File: src/rtl/uart_pkg.sv
// Shared constants and types for the memory-mapped UART transmitter.
package uart_pkg;

  // Register offsets within the 16-byte window (word aligned).
  localparam logic [3:0] UART_TXDATA = 4'h0;
  localparam logic [3:0] UART_STATUS = 4'h4;
  localparam logic [3:0] UART_DIV    = 4'h8;
  localparam logic [3:0] UART_CTRL   = 4'hC;

  // STATUS bit positions; the FIFO count field starts at ST_COUNT.
  localparam int ST_EMPTY = 0;
  localparam int ST_FULL  = 1;
  localparam int ST_BUSY  = 2;
  localparam int ST_OVF   = 3;
  localparam int ST_COUNT = 4;

  // CTRL bit positions.
  localparam int CTRL_EN      = 0;
  localparam int CTRL_OVF_CLR = 1;
  localparam int CTRL_IRQ_EN  = 2;

  typedef enum logic [1:0] {IDLE, START, DATA, STOP} tx_state_t;

endpackage

File: src/rtl/mmio_uart_tx_if.sv
// Data-bus slice shared with the data memory: store strobe, address,
// store data, and the same-cycle read data plus window-hit flag.
interface mmio_uart_tx_if;
  logic        wen0;
  logic [31:0] addr0;
  logic [31:0] d0;
  logic [31:0] q0;
  logic        hit;

  modport master (output wen0, addr0, d0, input q0, hit);
  modport slave  (input wen0, addr0, d0, output q0, hit);
endinterface

File: src/rtl/sync_fifo.sv
// Single-clock FIFO. A push while full is accepted only if a pop happens
// in the same cycle, which keeps back-to-back frames fed at full rate.
module sync_fifo #(
  parameter int WIDTH = 8,
  parameter int DEPTH = 4
) (
  input  logic                     clk,
  input  logic                     rst,
  input  logic                     push,
  input  logic                     pop,
  input  logic [WIDTH-1:0]         wdata,
  output logic [WIDTH-1:0]         rdata,
  output logic                     full,
  output logic                     empty,
  output logic [$clog2(DEPTH):0]   count
);
  localparam int AW = $clog2(DEPTH);
  localparam logic [AW:0] CNT_FULL = (AW+1)'(DEPTH);

  logic [WIDTH-1:0] mem [DEPTH];
  logic [AW-1:0]    wp, rp;
  logic             do_push, do_pop;

  assign do_pop  = pop & ~empty;
  assign do_push = push & (~full | do_pop);
  assign full    = (count == CNT_FULL);
  assign empty   = (count == '0);
  assign rdata   = mem[rp];

  // Storage array; contents need no reset since count gates visibility.
  always_ff @(posedge clk) begin
    if (do_push) mem[wp] <= wdata;
  end

  // Pointers and occupancy; power-of-two depth lets pointers wrap freely.
  always_ff @(posedge clk or posedge rst) begin
    if (rst) begin
      wp    <= '0;
      rp    <= '0;
      count <= '0;
    end else begin
      if (do_push) wp <= wp + 1'b1;
      if (do_pop)  rp <= rp + 1'b1;
      case ({do_push, do_pop})
        2'b10:   count <= count + 1'b1;
        2'b01:   count <= count - 1'b1;
        default: count <= count;
      endcase
    end
  end
endmodule

File: src/rtl/mmio_uart_tx.sv
// Memory-mapped 8N1 UART transmitter on the single-cycle core's data bus.
// Reads are combinational; writes land on the rising edge when wen0 & hit.
module mmio_uart_tx
  import uart_pkg::*;
#(
  parameter logic [31:0] BASE      = 32'h1000_0000,
  parameter int          DEPTH     = 4,
  parameter logic [15:0] DIV_RESET = 16'd868
) (
  input  logic           clk,
  input  logic           rst,
  mmio_uart_tx_if.slave  bus,
  output logic           txd,
  output logic           irq
);
  localparam int CW = $clog2(DEPTH) + 1;

  // Bus decode
  logic [3:0]  reg_off;
  logic        wr, push_req;
  logic [31:0] status_w, rdata;

  // Register file
  logic [15:0] div;
  logic        enable, irq_en, ovf, ovf_set;

  // FIFO
  logic [7:0]    fifo_q;
  logic          full, empty, pop;
  logic [CW-1:0] count;

  // Transmit engine
  tx_state_t   state, state_n;
  logic [15:0] cnt, cnt_n, fdiv, fdiv_n, div_eff;
  logic [2:0]  idx, idx_n;
  logic [7:0]  sh, sh_n;
  logic        txd_n, bit_end, busy;

  logic unused;
  assign unused = ^{bus.addr0[1:0], bus.d0[31:16]};

  assign bus.hit  = (bus.addr0[31:4] == BASE[31:4]);
  assign reg_off  = {bus.addr0[3:2], 2'b00};
  assign wr       = bus.wen0 & bus.hit;
  assign push_req = wr & (reg_off == UART_TXDATA);
  assign ovf_set  = push_req & full & ~pop;
  assign busy     = (state != IDLE);
  assign div_eff  = (div == 16'd0) ? 16'd1 : div;
  assign bit_end  = (cnt == fdiv - 16'd1);

  sync_fifo #(.WIDTH(8), .DEPTH(DEPTH)) u_fifo (
    .clk   (clk),
    .rst   (rst),
    .push  (push_req),
    .pop   (pop),
    .wdata (bus.d0[7:0]),
    .rdata (fifo_q),
    .full  (full),
    .empty (empty),
    .count (count)
  );

  // STATUS word assembly
  always_comb begin
    status_w               = '0;
    status_w[ST_EMPTY]     = empty;
    status_w[ST_FULL]      = full;
    status_w[ST_BUSY]      = busy;
    status_w[ST_OVF]       = ovf;
    status_w[ST_COUNT +: CW] = count;
  end

  // Same-cycle read mux; zero outside the window
  always_comb begin
    rdata = '0;
    case (reg_off)
      UART_STATUS: rdata = status_w;
      UART_DIV:    rdata = {16'd0, div};
      UART_CTRL:   rdata = {29'd0, irq_en, 1'b0, enable};
      default:     rdata = '0;
    endcase
    bus.q0 = bus.hit ? rdata : 32'd0;
  end

  // Configuration registers and sticky overflow (a new drop beats a clear)
  always_ff @(posedge clk or posedge rst) begin
    if (rst) begin
      div    <= DIV_RESET;
      enable <= 1'b1;
      irq_en <= 1'b0;
      ovf    <= 1'b0;
    end else begin
      if (wr && reg_off == UART_DIV) div <= bus.d0[15:0];
      if (wr && reg_off == UART_CTRL) begin
        enable <= bus.d0[CTRL_EN];
        irq_en <= bus.d0[CTRL_IRQ_EN];
      end
      if (ovf_set)
        ovf <= 1'b1;
      else if (wr && reg_off == UART_CTRL && bus.d0[CTRL_OVF_CLR])
        ovf <= 1'b0;
    end
  end

  // Frame sequencing: next state, bit timing, pops, and the next txd level
  always_comb begin
    state_n = state;
    cnt_n   = cnt + 16'd1;
    idx_n   = idx;
    sh_n    = sh;
    fdiv_n  = fdiv;
    pop     = 1'b0;
    case (state)
      IDLE: begin
        cnt_n = '0;
        if (enable && !empty) begin
          pop     = 1'b1;
          state_n = START;
          sh_n    = fifo_q;
          fdiv_n  = div_eff;
        end
      end
      START: begin
        if (bit_end) begin
          cnt_n   = '0;
          idx_n   = '0;
          state_n = DATA;
        end
      end
      DATA: begin
        if (bit_end) begin
          cnt_n = '0;
          if (idx == 3'd7) state_n = STOP;
          else             idx_n   = idx + 3'd1;
        end
      end
      STOP: begin
        if (bit_end) begin
          cnt_n = '0;
          if (enable && !empty) begin
            pop     = 1'b1;
            state_n = START;
            sh_n    = fifo_q;
            fdiv_n  = div_eff;
          end else begin
            state_n = IDLE;
          end
        end
      end
      default: state_n = IDLE;
    endcase
    // txd is registered from the next state so the line moves with the FSM
    case (state_n)
      START:   txd_n = 1'b0;
      DATA:    txd_n = sh_n[idx_n];
      default: txd_n = 1'b1;
    endcase
  end

  // Transmit engine registers; reset abandons any frame in flight
  always_ff @(posedge clk or posedge rst) begin
    if (rst) begin
      state <= IDLE;
      cnt   <= '0;
      idx   <= '0;
      sh    <= '0;
      fdiv  <= 16'd1;
      txd   <= 1'b1;
    end else begin
      state <= state_n;
      cnt   <= cnt_n;
      idx   <= idx_n;
      sh    <= sh_n;
      fdiv  <= fdiv_n;
      txd   <= txd_n;
    end
  end

  // Completion interrupt, one edge behind its inputs
  always_ff @(posedge clk or posedge rst) begin
    if (rst) irq <= 1'b0;
    else     irq <= irq_en & empty & ~busy;
  end
endmodule

File: src/flat_wrapper.sv
// flat-port wrapper written by rule: the top's interface ports become plain ports
module mmio_uart_tx_flat import uart_pkg::*;
#(
  parameter logic [31:0] BASE      = 32'h1000_0000,
  parameter int          DEPTH     = 4,
  parameter logic [15:0] DIV_RESET = 16'd868
)
  (clk, rst, txd, irq, bus_wen0, bus_addr0, bus_d0, bus_q0, bus_hit);
  mmio_uart_tx_if bus_i ();
  input  logic clk;
  input  logic rst;
  output logic txd;
  output logic irq;
  input wire logic [$bits(bus_i.wen0)-1:0] bus_wen0;
  input wire logic [$bits(bus_i.addr0)-1:0] bus_addr0;
  input wire logic [$bits(bus_i.d0)-1:0] bus_d0;
  output wire logic [$bits(bus_i.q0)-1:0] bus_q0;
  output wire logic [$bits(bus_i.hit)-1:0] bus_hit;
  assign bus_i.wen0 = bus_wen0;
  assign bus_i.addr0 = bus_addr0;
  assign bus_i.d0 = bus_d0;
  assign bus_q0 = bus_i.q0;
  assign bus_hit = bus_i.hit;
  mmio_uart_tx #(.BASE(BASE), .DEPTH(DEPTH), .DIV_RESET(DIV_RESET)) u_core (.clk(clk), .rst(rst), .bus(bus_i), .txd(txd), .irq(irq));
endmodule
File: config.mk
export PLATFORM = sky130hd
export DESIGN_NAME = mmio_uart_tx_flat
export DESIGN_NICKNAME = d
export VERILOG_FILES = /design/src/rtl/uart_pkg.sv /design/src/rtl/mmio_uart_tx_if.sv /design/src/rtl/sync_fifo.sv /design/src/rtl/mmio_uart_tx.sv /design/src/flat_wrapper.sv
export SDC_FILE = /design/constraint.sdc
export NUM_CORES = 1
export LEC_CHECK = 0
export ABC_AREA = 1
export CAP_MARGIN = 20
export CORE_UTILIZATION = 54
export CTS_CLUSTER_SIZE = 14
export DETAILED_ROUTE_END_ITERATION = 16
export GPL_TIMING_DRIVEN = 0
export PLACE_DENSITY = 0.81
export SLEW_MARGIN = 20
export SYNTH_ARGS = -nofsm -noshare
export SYNTH_HDL_FRONTEND = slang
export SYNTH_SLANG_ARGS = --single-unit
File: constraint.sdc
create_clock -name clk -period 3.3 [get_ports clk]
set_input_delay 0.99 -clock clk [delete_from_list [all_inputs] [get_ports clk]]
set_output_delay 0.99 -clock clk [all_outputs]
set_load 0.1 [all_outputs]
### Yosys cells after proc, flatten, opt, wreduce, memory -nomap -nowiden

Memories as Yosys holds them, arrays and structs flattened.
Cells that the tools add are included.

* add/sub/neg operators: 7
* order comparisons: 1
* eq/ne operators: 15
* multiplexer cells: 33
* bitwise operators: 13
* reduce and logical (&&, ||, !) cells: 15

Operator list (number)
* 16-bit two-way mux: 5
* 16-bit one-hot mux with 2 select lines: 2
* 16-bit one-hot mux with 3 select lines: 1
* 28-bit by 25-bit == test with 1-bit output (second input constant): 1
* 16-bit by 1-bit adder with 16-bit output (second input constant): 1
* 16-bit == test: 1
* 16-bit zero test: 1
* 8-bit two-way mux: 2
* 8-bit one-hot mux with 2 select lines: 1
* 16-bit by 1-bit subtractor with 16-bit output (second input constant): 1
* 2-bit == test (second input constant): 6
* 3-bit one-hot mux with 2 select lines: 2
* 2-bit two-way mux: 5
* 3-bit two-way mux: 3
* 1-bit bitwise AND: 8
* 2-bit by 1-bit == test with 1-bit output (second input constant): 4
* 1-bit two-way mux: 8
* 2-bit one-hot mux with 4 select lines: 1
* 2-bit nonzero test: 4
* 3-bit by 1-bit adder with 3-bit output (second input constant): 2
* 3-bit == test (second input constant): 2
* 2-bit by 1-bit adder with 2-bit output (second input constant): 2
* 1-bit logical AND: 4
* 4-bit zero test: 1
* 12 further kinds: 16

* register bits after elaboration: 73
* RAM bits: 32
* input port bits: 67
* word-level logic and storage cells: 99
* memories kept: 1

Memory list
* u_core.u_fifo.mem: words 4, width 8, rd ports 1, clocked after Yosys merged registers in 0, write ports 1, line sync_fifo.sv:20 `logic [WIDTH-1:0] mem [DEPTH];`

### Depth between registers and ports, before layout

Gate-level depths: netlist (run 1).

* depth in word-level cells: 11
* depth in mapped cells: 24
* mapped depth without buffers: 24

### Cells and area by module

Synthesis (run 1) repeated with hierarchy kept, for this count alone.

* cell total of the unflattened synthesis: 781
* area, all modules: 6185.9 µm²

By module, submodules not included
* mmio_uart_tx: instances 1, cells an instance 632, area an instance 4466.8 µm², sequential area each 1661.6 µm²
* sync_fifo: instances 1, cells an instance 149, area an instance 1719.1 µm², sequential area each 1136.1 µm²

### Least setup slack after synthesis (run 1)

No wires, ideal clock.

* kind: in2out
* start: in bus_addr0[13]
* end: out bus_q0[11]
* data arrival time: 5398 ps
* required time: 2310 ps
* path slack: -3088 ps
* cell stages on the path: 6
* path buffers: 1
* cells stage by stage: nor4_1 > nand4_1 > nor2_1 > inv_1 > clkbuf_1 > nor3_1

* word-level cells in the longest chain between the ends: 2

RTL lines
* start: declaration: line flat_wrapper.sv:15 `input wire logic [$bits(bus_i.addr0)-1:0] bus_addr0;`
* 28-bit by 25-bit == test with 1-bit output: line mmio_uart_tx.sv:42 `assign bus.hit = (bus.addr0[31:4] == BASE[31:4]);`
* via bus_hit: line flat_wrapper.sv:18 `output wire logic [$bits(bus_i.hit)-1:0] bus_hit;`
* 16-bit two-way mux: line mmio_uart_tx.sv:82 `bus.q0 = bus.hit ? rdata : 32'd0;`
* end: declaration: line flat_wrapper.sv:17 `output wire logic [$bits(bus_i.q0)-1:0] bus_q0;`

The timed path passes the listed nets, and every way through them passes these cells.

### Worst setup path after layout (run 1)

* start: in bus_addr0[10]
* end: out bus_q0[14]

* word-level cells in the longest chain between the ends: 2

RTL lines (line)
* 28-bit by 25-bit == test with 1-bit output: mmio_uart_tx.sv:42
* 16-bit two-way mux: mmio_uart_tx.sv:82

Every way passes these cells.

==> results of run 1 <==
## layer usage
| metal | routed length (µm) | up-vias | GRT usage |
|---|---|---|---|
| met5 | 0 | - | 0 |
| met4 | 513 | 0 | 0.1321 |
| met3 | 846 | 41 | 0.04400 |
| met2 | 7245 | 207 | 0.4468 |
| met1 | 6227 | 2492 | 0.3458 |
| li1 | - | 2596 | - |
## layout make-up
type | count | area share
multi-input combinational | 528 | 0.4058
sequential | 105 | 0.3637
timing repair buffer | 81 | 0.1080
inverter | 90 | 0.04571
buffer | 29 | 0.02635
tap | 140 | 0.02277
clock buffer | 9 | 0.01610
clock inverter | 7 | 0.01155
## state kept, by name (all words and copies together), names as in the netlist
register             cells
u_core.u_fifo.mem       32
u_core.cnt              16
u_core.div              16
u_core.fdiv             16
u_core.sh                8
u_core.idx               3
u_core.u_fifo.count      3
u_core.state             2
u_core.u_fifo.rp         2
u_core.u_fifo.wp         2
u_core.enable            1
u_core.irq               1
u_core.irq_en            1
u_core.ovf               1
u_core.txd               1
## what timing repair did
| item | CTS | global route |
|---|---|---|
| gates resized for setup | 240 | 20 |
| gates cloned | 1 | 0 |
| buffers inserted | 7 | 5 |
| pin swaps | 14 | 7 |
| endpoints found under the hold margin | 0 | 0 |
| setup endpoints to repair | 17 | 59 |
## kinds of logic (layout without fill, tap and decap cells)
family / count (synthesis) / after routing / synth area share
and+or+nand+nor: 378 / 378 / 0.2906
buffers and inverters: 119 / 216 / 0.08541
DFF: 105 / 105 / 0.4602
AOI/OAI and AO/OA: 83 / 83 / 0.07512
xor gates and xnor gates: 25 / 25 / 0.03602
adders and majority gates: 13 / 13 / 0.02799
muxes: 13 / 13 / 0.02408
other: 1 / 16 / 0.0006168
## where the power goes
part | internal (mW) | leakage (nW) | switching [mW] | total, mW
logic | 0.0629 | 2.18 | 0.140 | 0.203
clock network | 0.308 | 0.106 | 0.515 | 0.823
registers | 1.34 | 1.27 | 0.0000543 | 1.34
total | 1.71 | 3.55 | 0.656 | 2.37
## Yosys cell counts (13+ instances only)
| cell | count | area share |
|---|---|---|
| sky130_fd_sc_hd__nor2_1 | 79 | 0.049 |
| sky130_fd_sc_hd__buf_4 | 16 | 0.020 |
| sky130_fd_sc_hd__edfxtp_1 | 32 | 0.16 |
| sky130_fd_sc_hd__dfrtp_1 | 65 | 0.27 |
| sky130_fd_sc_hd__o21ai_0 | 46 | 0.038 |
| sky130_fd_sc_hd__nand3_1 | 36 | 0.030 |
| sky130_fd_sc_hd__xor2_1 | 22 | 0.032 |
| sky130_fd_sc_hd__nand4_1 | 13 | 0.013 |
| sky130_fd_sc_hd__nand2_1 | 171 | 0.11 |
| sky130_fd_sc_hd__nor3_1 | 23 | 0.019 |
| sky130_fd_sc_hd__mux2_2 | 13 | 0.024 |
| sky130_fd_sc_hd__inv_1 | 84 | 0.052 |
## path summary, 6_finish.rpt
| kind | slack, ps | depth (start not counted) | end |
|---|---|---|---|
| hold / removal | 510 | 1 | u_core.cnt[0] |
| min in group asynchronous | 920 | 2 | u_core.div[10] |
| hold reg to reg | 510 | 1 | u_core.cnt[0] |
| max in group asynchronous | 1780 | 3 | u_core.txd |
| setup reg to reg | 210 | 17 | u_core.u_fifo.mem[3][7] |
| setup / recovery | -90 | 8 | bus_q0[14] |
## per-stage QoR
step / std cells / util
after detailed placement: 960 / 0.6649
final: 989 / 0.7065
after global placement: 959 / 0.6621
after global routing: 989 / 0.7065
after floorplan: 752 / -
after CTS: 984 / 0.6958
## worst max-delay path: stages
cell and delay [ps]:
sky130_fd_sc_hd__buf_6 90, sky130_fd_sc_hd__nor4_4 280, sky130_fd_sc_hd__nand4_1 190, sky130_fd_sc_hd__nor2_4 190
sky130_fd_sc_hd__inv_4 90, sky130_fd_sc_hd__clkbuf_16 180, sky130_fd_sc_hd__nor3_4 170, sky130_fd_sc_hd__buf_12 210
==> metrics.md, run 1 <==
| Metric | Value |
|---|---|
| Actual slew at the worst max-slew pin | `around 960 ps` |
| Flip-flop cell with the highest count after synthesis | `sky130_fd_sc_hd__dfrtp_1` |
| Share of flip-flops with an asynchronous set or reset | `0.6952` |
| Status | `finished with violations` |
| Setup-violating endpoint count in the final report | `9` |
| Flip-flop and latch count after synthesis | `105` |
| Horiz. Die Dim | `108.1 µm` |
| Worst setup timing slack at the placement stage | `-1969 ps` |
| Insertion delay to the later sink of the worst-skew pair | `between 300 and 400 ps` |
| Multi-input combinational cell area | `0.003122 mm²` |
| Core outline area | `about 0.011 mm²` |
| Critical path endpoint category | `output pin` |
| Number of antenna-violating nets in the routed design | `0` |
| Relative area change from synthesis to final layout | `26.53%` |
| First-pass DRT Iterations | `5` |
| Largest driver fanout on the critical path | `8` |
| Clock period minus final worst setup slack | `3391 ps` |
| Area of all placed cells without fillers | `0.007692 mm²` |
| Placed Area | `0.007239 mm²` |
| Storage element area | `0.002798 mm²` |
| Fin Clk Skew | `roughly 13 ps` |
| Number of pins with negative max-slew slack in the final report | `0` |
| Root buffer cell | `sky130_fd_sc_hd__clkbuf_8` |
| Static leakage | `between 3 and 4 nW` |
| Max Buffers Root-to-Sink | `2` |
| Final setup margin | `-91.26 ps` |
| Final total negative setup slack | `-475.8 ps` |
| CTS clk-pin slew, worst paths | `approximately 110 ps` |
| Fmax | `0.2949 GHz` |
| CP Data Arrival Time | `2400 ps` |
| Highest-count cells in the layout ignoring fill and taps | `sky130_fd_sc_hd__nand2_1, sky130_fd_sc_hd__inv_1, sky130_fd_sc_hd__nor2_1` |
| First-pass GRT wire length | `between 20000 and 25000 µm` |
| Portion of the post-synthesis area used by sequential elements | `0.4602` |
| Start-to-end type of the worst setup path | `input port to output pin` |
| Number of port buffers | `67` |
| Violated checks | `setup timing` |
| Final clock period utilization by the worst path | `1.028` |
| Hold Slack | `511.1 ps` |
| Hold Startpoint | `u_core.cnt[0]` |
| Starting Density | `0.5584` |
| Final hold viol count | `0` |
| Vias in the first global route | `between 5000 and 6000` |
| Vias per cell | `5.395` |
| Cell count after synthesis | `737` |
| Net count of the finished layout | `924` |
| Fraction of layout cells with a size suffix above 1 | `0.2226` |
| Placer congestion estimate | `about 0.91` |
| Type of origin of the critical path | `input port` |
| TritonCTS clock tree | `built` |
| Die Y-Extent | `between 100 and 150 µm` |
| TritonCTS sink count | `approximately 110` |
| Drt wl/cell | `15.00 µm` |
| Cell Rows | `38` |
| Rel. slew slack | `0.3554` |
| PwrDens | `slightly above 300 mW/mm²` |
| Number of maximum-capacitance violations | `0` |
| Initial antenna violation count | `0` |
| Global-route usage over all layers | `0.2704` |
| Kind of path behind the tightest hold check | `register to register` |
| Total power | `roughly 2.4 mW` |
| Max VDD drop | `roughly 0.48 mV` |
| Level count of the clock H-tree | `3` |
| Netlist cell types | `48` |
| Post-synthesis area per instance | `approximately 8.2 µm²` |
| Total of fill cells in the finished design | `773` |
| Largest net degree at the start of global routing | `50` |
| ANT cells | `0` |
| Critical Path Source | `bus_addr0[10]` |
| Boundary pin count | `between 100 and 150` |
| Remaining global-route overflow | `0` |
| Most common cell after layout, fill and taps aside | `sky130_fd_sc_hd__nand2_1` |
| Required time at the worst-slack endpoint | `approximately 2300 ps` |
| Number of remaining DRC errors | `0` |
| Count of synthesis-stage warnings from yosys | `0` |
| Post-Syn Area | `between 0.006 and 0.007 mm²` |
| Number of buffers created by CTS | `9` |
| Area of the die | `0.01169 mm²` |
| # hold bufs at CTS | `0` |
| Vias | `5336` |
| Starting DRC count in detailed routing | `325` |
| Reg2reg start | `u_core.fdiv[0]` |
| EDFF count, synth | `32` |
| HPWL after detailed placement | `10870 µm` |
| Total wirelength of the detailed-routed design | `between 10000 and 15000 µm` |
| RSZ-0062 raised after global routing | `true` |
Note: power is estimated with default switching activity, not from simulation.
==> inputs of run 2 (changes only) <==
--- a/config.mk
+++ b/config.mk
@@ -7,6 +7,7 @@
 export LEC_CHECK = 0
 export ABC_AREA = 1
 export CAP_MARGIN = 20
+export CORE_MARGIN = 2
 export CORE_UTILIZATION = 54
 export CTS_CLUSTER_SIZE = 14
 export DETAILED_ROUTE_END_ITERATION = 16
==> run 2 against run 1 <==
Net effect:
- the run still ends with setup timing left
- routed wire length rose by 5.5%
- hold slack barely moved
- power rose by 12%
- first-iteration DRC count rose by 12%
- utilization rose by 0.72 points
- flip-flop and latch count did not move
- clock-buffer cell count did not move
- clock skew fell by 1.6 ps
- cell area rose by 1.5%
- via count rose by 2.1%
- critical path type unchanged
- critical endpoint is now bus_q0[7]
==> metrics.md, run 2 (synthesis results as in run 1) <==
| Metric | Value |
|---|---|
| Status | `finished with violations` |
| Violated checks | `setup timing` |
| Max VDD drop | `~0.21 mV` |
| Filler-free cell count of the finished design | `between 900 and 1000` |
| First-pass GRT wire length | `between 20000 and 30000 µm` |
| Type of origin of the critical path | `input port` |
| Number of remaining DRC errors | `0` |
| Insertion delay to the later sink of the worst-skew pair | `360 ps` |
| Placer congestion estimate | `0.9506` |
| CTS clk-pin slew, worst paths | `roughly 80 ps` |
| TritonCTS sink count | `about 110` |
| Boundary pin count | `~100` |
| Highest-count cells in the layout ignoring fill and taps | `sky130_fd_sc_hd__nand2_1, sky130_fd_sc_hd__inv_1, sky130_fd_sc_hd__nor2_1` |
| Rel. slew slack | `0.3574` |
| Remaining global-route overflow | `0` |
| Required time at the worst-slack endpoint | `between 2000 and 2500 ps` |
| TritonCTS clock tree | `built` |
| Number of port buffers | `67` |
| # hold bufs at CTS | `0` |
| Final hold viol count | `0` |
| Critical path endpoint category | `output pin` |
| Horiz. Die Dim | `~110 µm` |
| Worst setup timing slack at the placement stage | `-1932 ps` |
| HPWL after detailed placement | `10880 µm` |
| Total wirelength of the detailed-routed design | `about 16000 µm` |
| Vias in the first global route | `approximately 5400` |
| CP Data Arrival Time | `roughly 2400 ps` |
| Part of the power in combinational logic | `0.078` |
| Max Buffers Root-to-Sink | `2` |
| Die Y-Extent | `approximately 110 µm` |
| Worst Reg2Reg Path Length in Cells | `16` |
| Vias per cell | `around 5.5` |
| Register-to-register setup slack | `200 ps` |
| Kind of path behind the tightest hold check | `register to register` |
| Final setup margin | `-102.0 ps` |
| Fraction of power spent switching nets | `0.2643` |
| Fmax | `between 0.2 and 0.3 GHz` |
| Cell count after placement | `960` |
| Initial antenna violation count | `0` |
| Net count of the finished layout | `around 930` |
| Setup-violating endpoint count in the final report | `12` |
| Clock period minus final worst setup slack | `approximately 3400 ps` |
| Start-to-end type of the worst setup path | `input port to output pin` |
| Area of the die | `0.01212 mm²` |
| Reg2reg start | `u_core.fdiv[5]` |
| Final core utilization | `0.7137` |
| Hold path cells | `2` |
| Static leakage | `about 3.6 nW` |
| Actual slew at the worst max-slew pin | `960.9 ps` |
| Number of maximum-capacitance violations | `0` |
| First-pass DRT Iterations | `6` |
| Sum of met3 wire segment lengths after detailed routing | `roughly 1100 µm` |
| Routed wire length on met2 | `7761 µm` |
| PwrDens | `around 340 mW/mm²` |
| Hold Startpoint | `u_core.enable` |
| Most common cell after layout, fill and taps aside | `sky130_fd_sc_hd__nand2_1` |
| Part of the power in registers | `0.504` |
| Total power | `roughly 2.7 mW` |
| Drt wl/cell | `roughly 16 µm` |
| Vias | `~5400` |
| Internal power of the cells | `~2.0 mW` |
| Level count of the clock H-tree | `3` |
| Number of antenna-violating nets in the routed design | `0` |
| Core outline area | `approximately 0.011 mm²` |
| ANT cells | `0` |
| Starting DRC count in detailed routing | `between 300 and 400` |
| Largest register FFs | `32` |
| Critical register-to-register path endpoint | `u_core.u_fifo.mem[1][7]` |
| Fraction of layout cells with a size suffix above 1 | `0.2271` |
| Number of buffers created by CTS | `9` |
| Biggest register | `u_core.u_fifo.mem` |
| Cell Rows | `38` |
| Switching component of the power | `roughly 0.7 mW` |
| Largest net degree at the start of global routing | `a little over 50` |
| Hold Slack | `511.5 ps` |
| Critical Path Source | `bus_addr0[4]` |
| Starting Density | `0.5559` |
| Largest driver fanout on the critical path | `7` |
| Clock Power Share | `0.418` |
| Metal-1 WL | `around 6500 µm` |
| RSZ-0062 raised after global routing | `true` |
| Fin Clk Skew | `around 12 ps` |
| Root buffer cell | `sky130_fd_sc_hd__clkbuf_16` |
| Final clock period utilization by the worst path | `1.031` |
| Global-route usage over all layers | `0.2743` |
| Worst Hold End | `u_core.enable` |
| Total of fill cells in the finished design | `~760` |
| Relative area change from synthesis to final layout | `28.38%` |
| Number of pins with negative max-slew slack in the final report | `0` |
| Highest routing layer actually used | `met4` |
-- run 2: changes by cell type in the layout (fill, tap and decap cells not counted), moves of 3 or more --
cell,previous run,this run
sky130_fd_sc_hd__clkbuf_16,1,10
sky130_fd_sc_hd__clkbuf_8,10,1
sky130_fd_sc_hd__buf_6,9,12
sky130_fd_sc_hd__buf_4,28,31
-- run 2: layout make-up --
cell class                      instances  area [µm²]  share of cell area
Clock inverter                          7       83.83             0.01074
Buffer                                 29       202.7             0.02597
Clock buffer                            9       225.2             0.02886
Timing Repair Buffer                   82       849.6              0.1088
Tap cell                              140       175.2             0.02244
Inverter                               90       351.6             0.04505
Multi-Input combinational cell        528        3119              0.3996
Sequential cell                       105        2798              0.3584
-- run 2: timing repair --
action | 4_1_cts | 5_1_grt
gates resized for setup | 239 | 27
pin swaps | 14 | 8
buffers inserted | 6 | 7
setup endpoints to repair | 17 | 57
cloned | 1 | 0
-- run 2: critical path, stage by stage --
cell and delay (ps):
sky130_fd_sc_hd__buf_2 110, sky130_fd_sc_hd__nor4_4 260, sky130_fd_sc_hd__nand4_1 190, sky130_fd_sc_hd__nor2_4 200
sky130_fd_sc_hd__inv_4 100, sky130_fd_sc_hd__buf_4 150, sky130_fd_sc_hd__nor3_2 160, sky130_fd_sc_hd__buf_6 260
-- run 2: power groups by stage --
stage,sequential (mW),clock (mW),combinational [mW]
2_1_floorplan,1.37,0,0.120
3_3_place_gp,1.37,0,0.196
3_5_place_dp,1.37,0,0.205
4_1_cts,1.34,1.11,0.205
5_1_grt,1.34,1.17,0.220
6_report,1.34,1.11,0.207
-- run 2: worst max path at each step --
stage | to | slack [ps]
final | bus_q0[7] | -100
after global routing | bus_q0[12] | -160
after CTS | bus_q0[14] | -30
after detailed placement | bus_q0[0] | -1930
after global placement | bus_q0[0] | -1950
after floorplan | bus_q0[10] | -1010
-- run 2: per-stage QoR --
stage | area (µm²) | setup TNS (ps)
2_1_floorplan | 6364 | -12710
3_3_place_gp | 7209 | -75490
3_5_place_dp | 7239 | -35780
4_1_cts | 7657 | -32.10
5_1_grt | 7805 | -1815
6_report | 7805 | -812.7
-- run 2: routing by layer --
metal,vias up,track usage
met2,249,0.4645
met3,35,0.03998
met1,2558,0.3605
li1,2605,-
met5,-,0
met4,0,0.09821
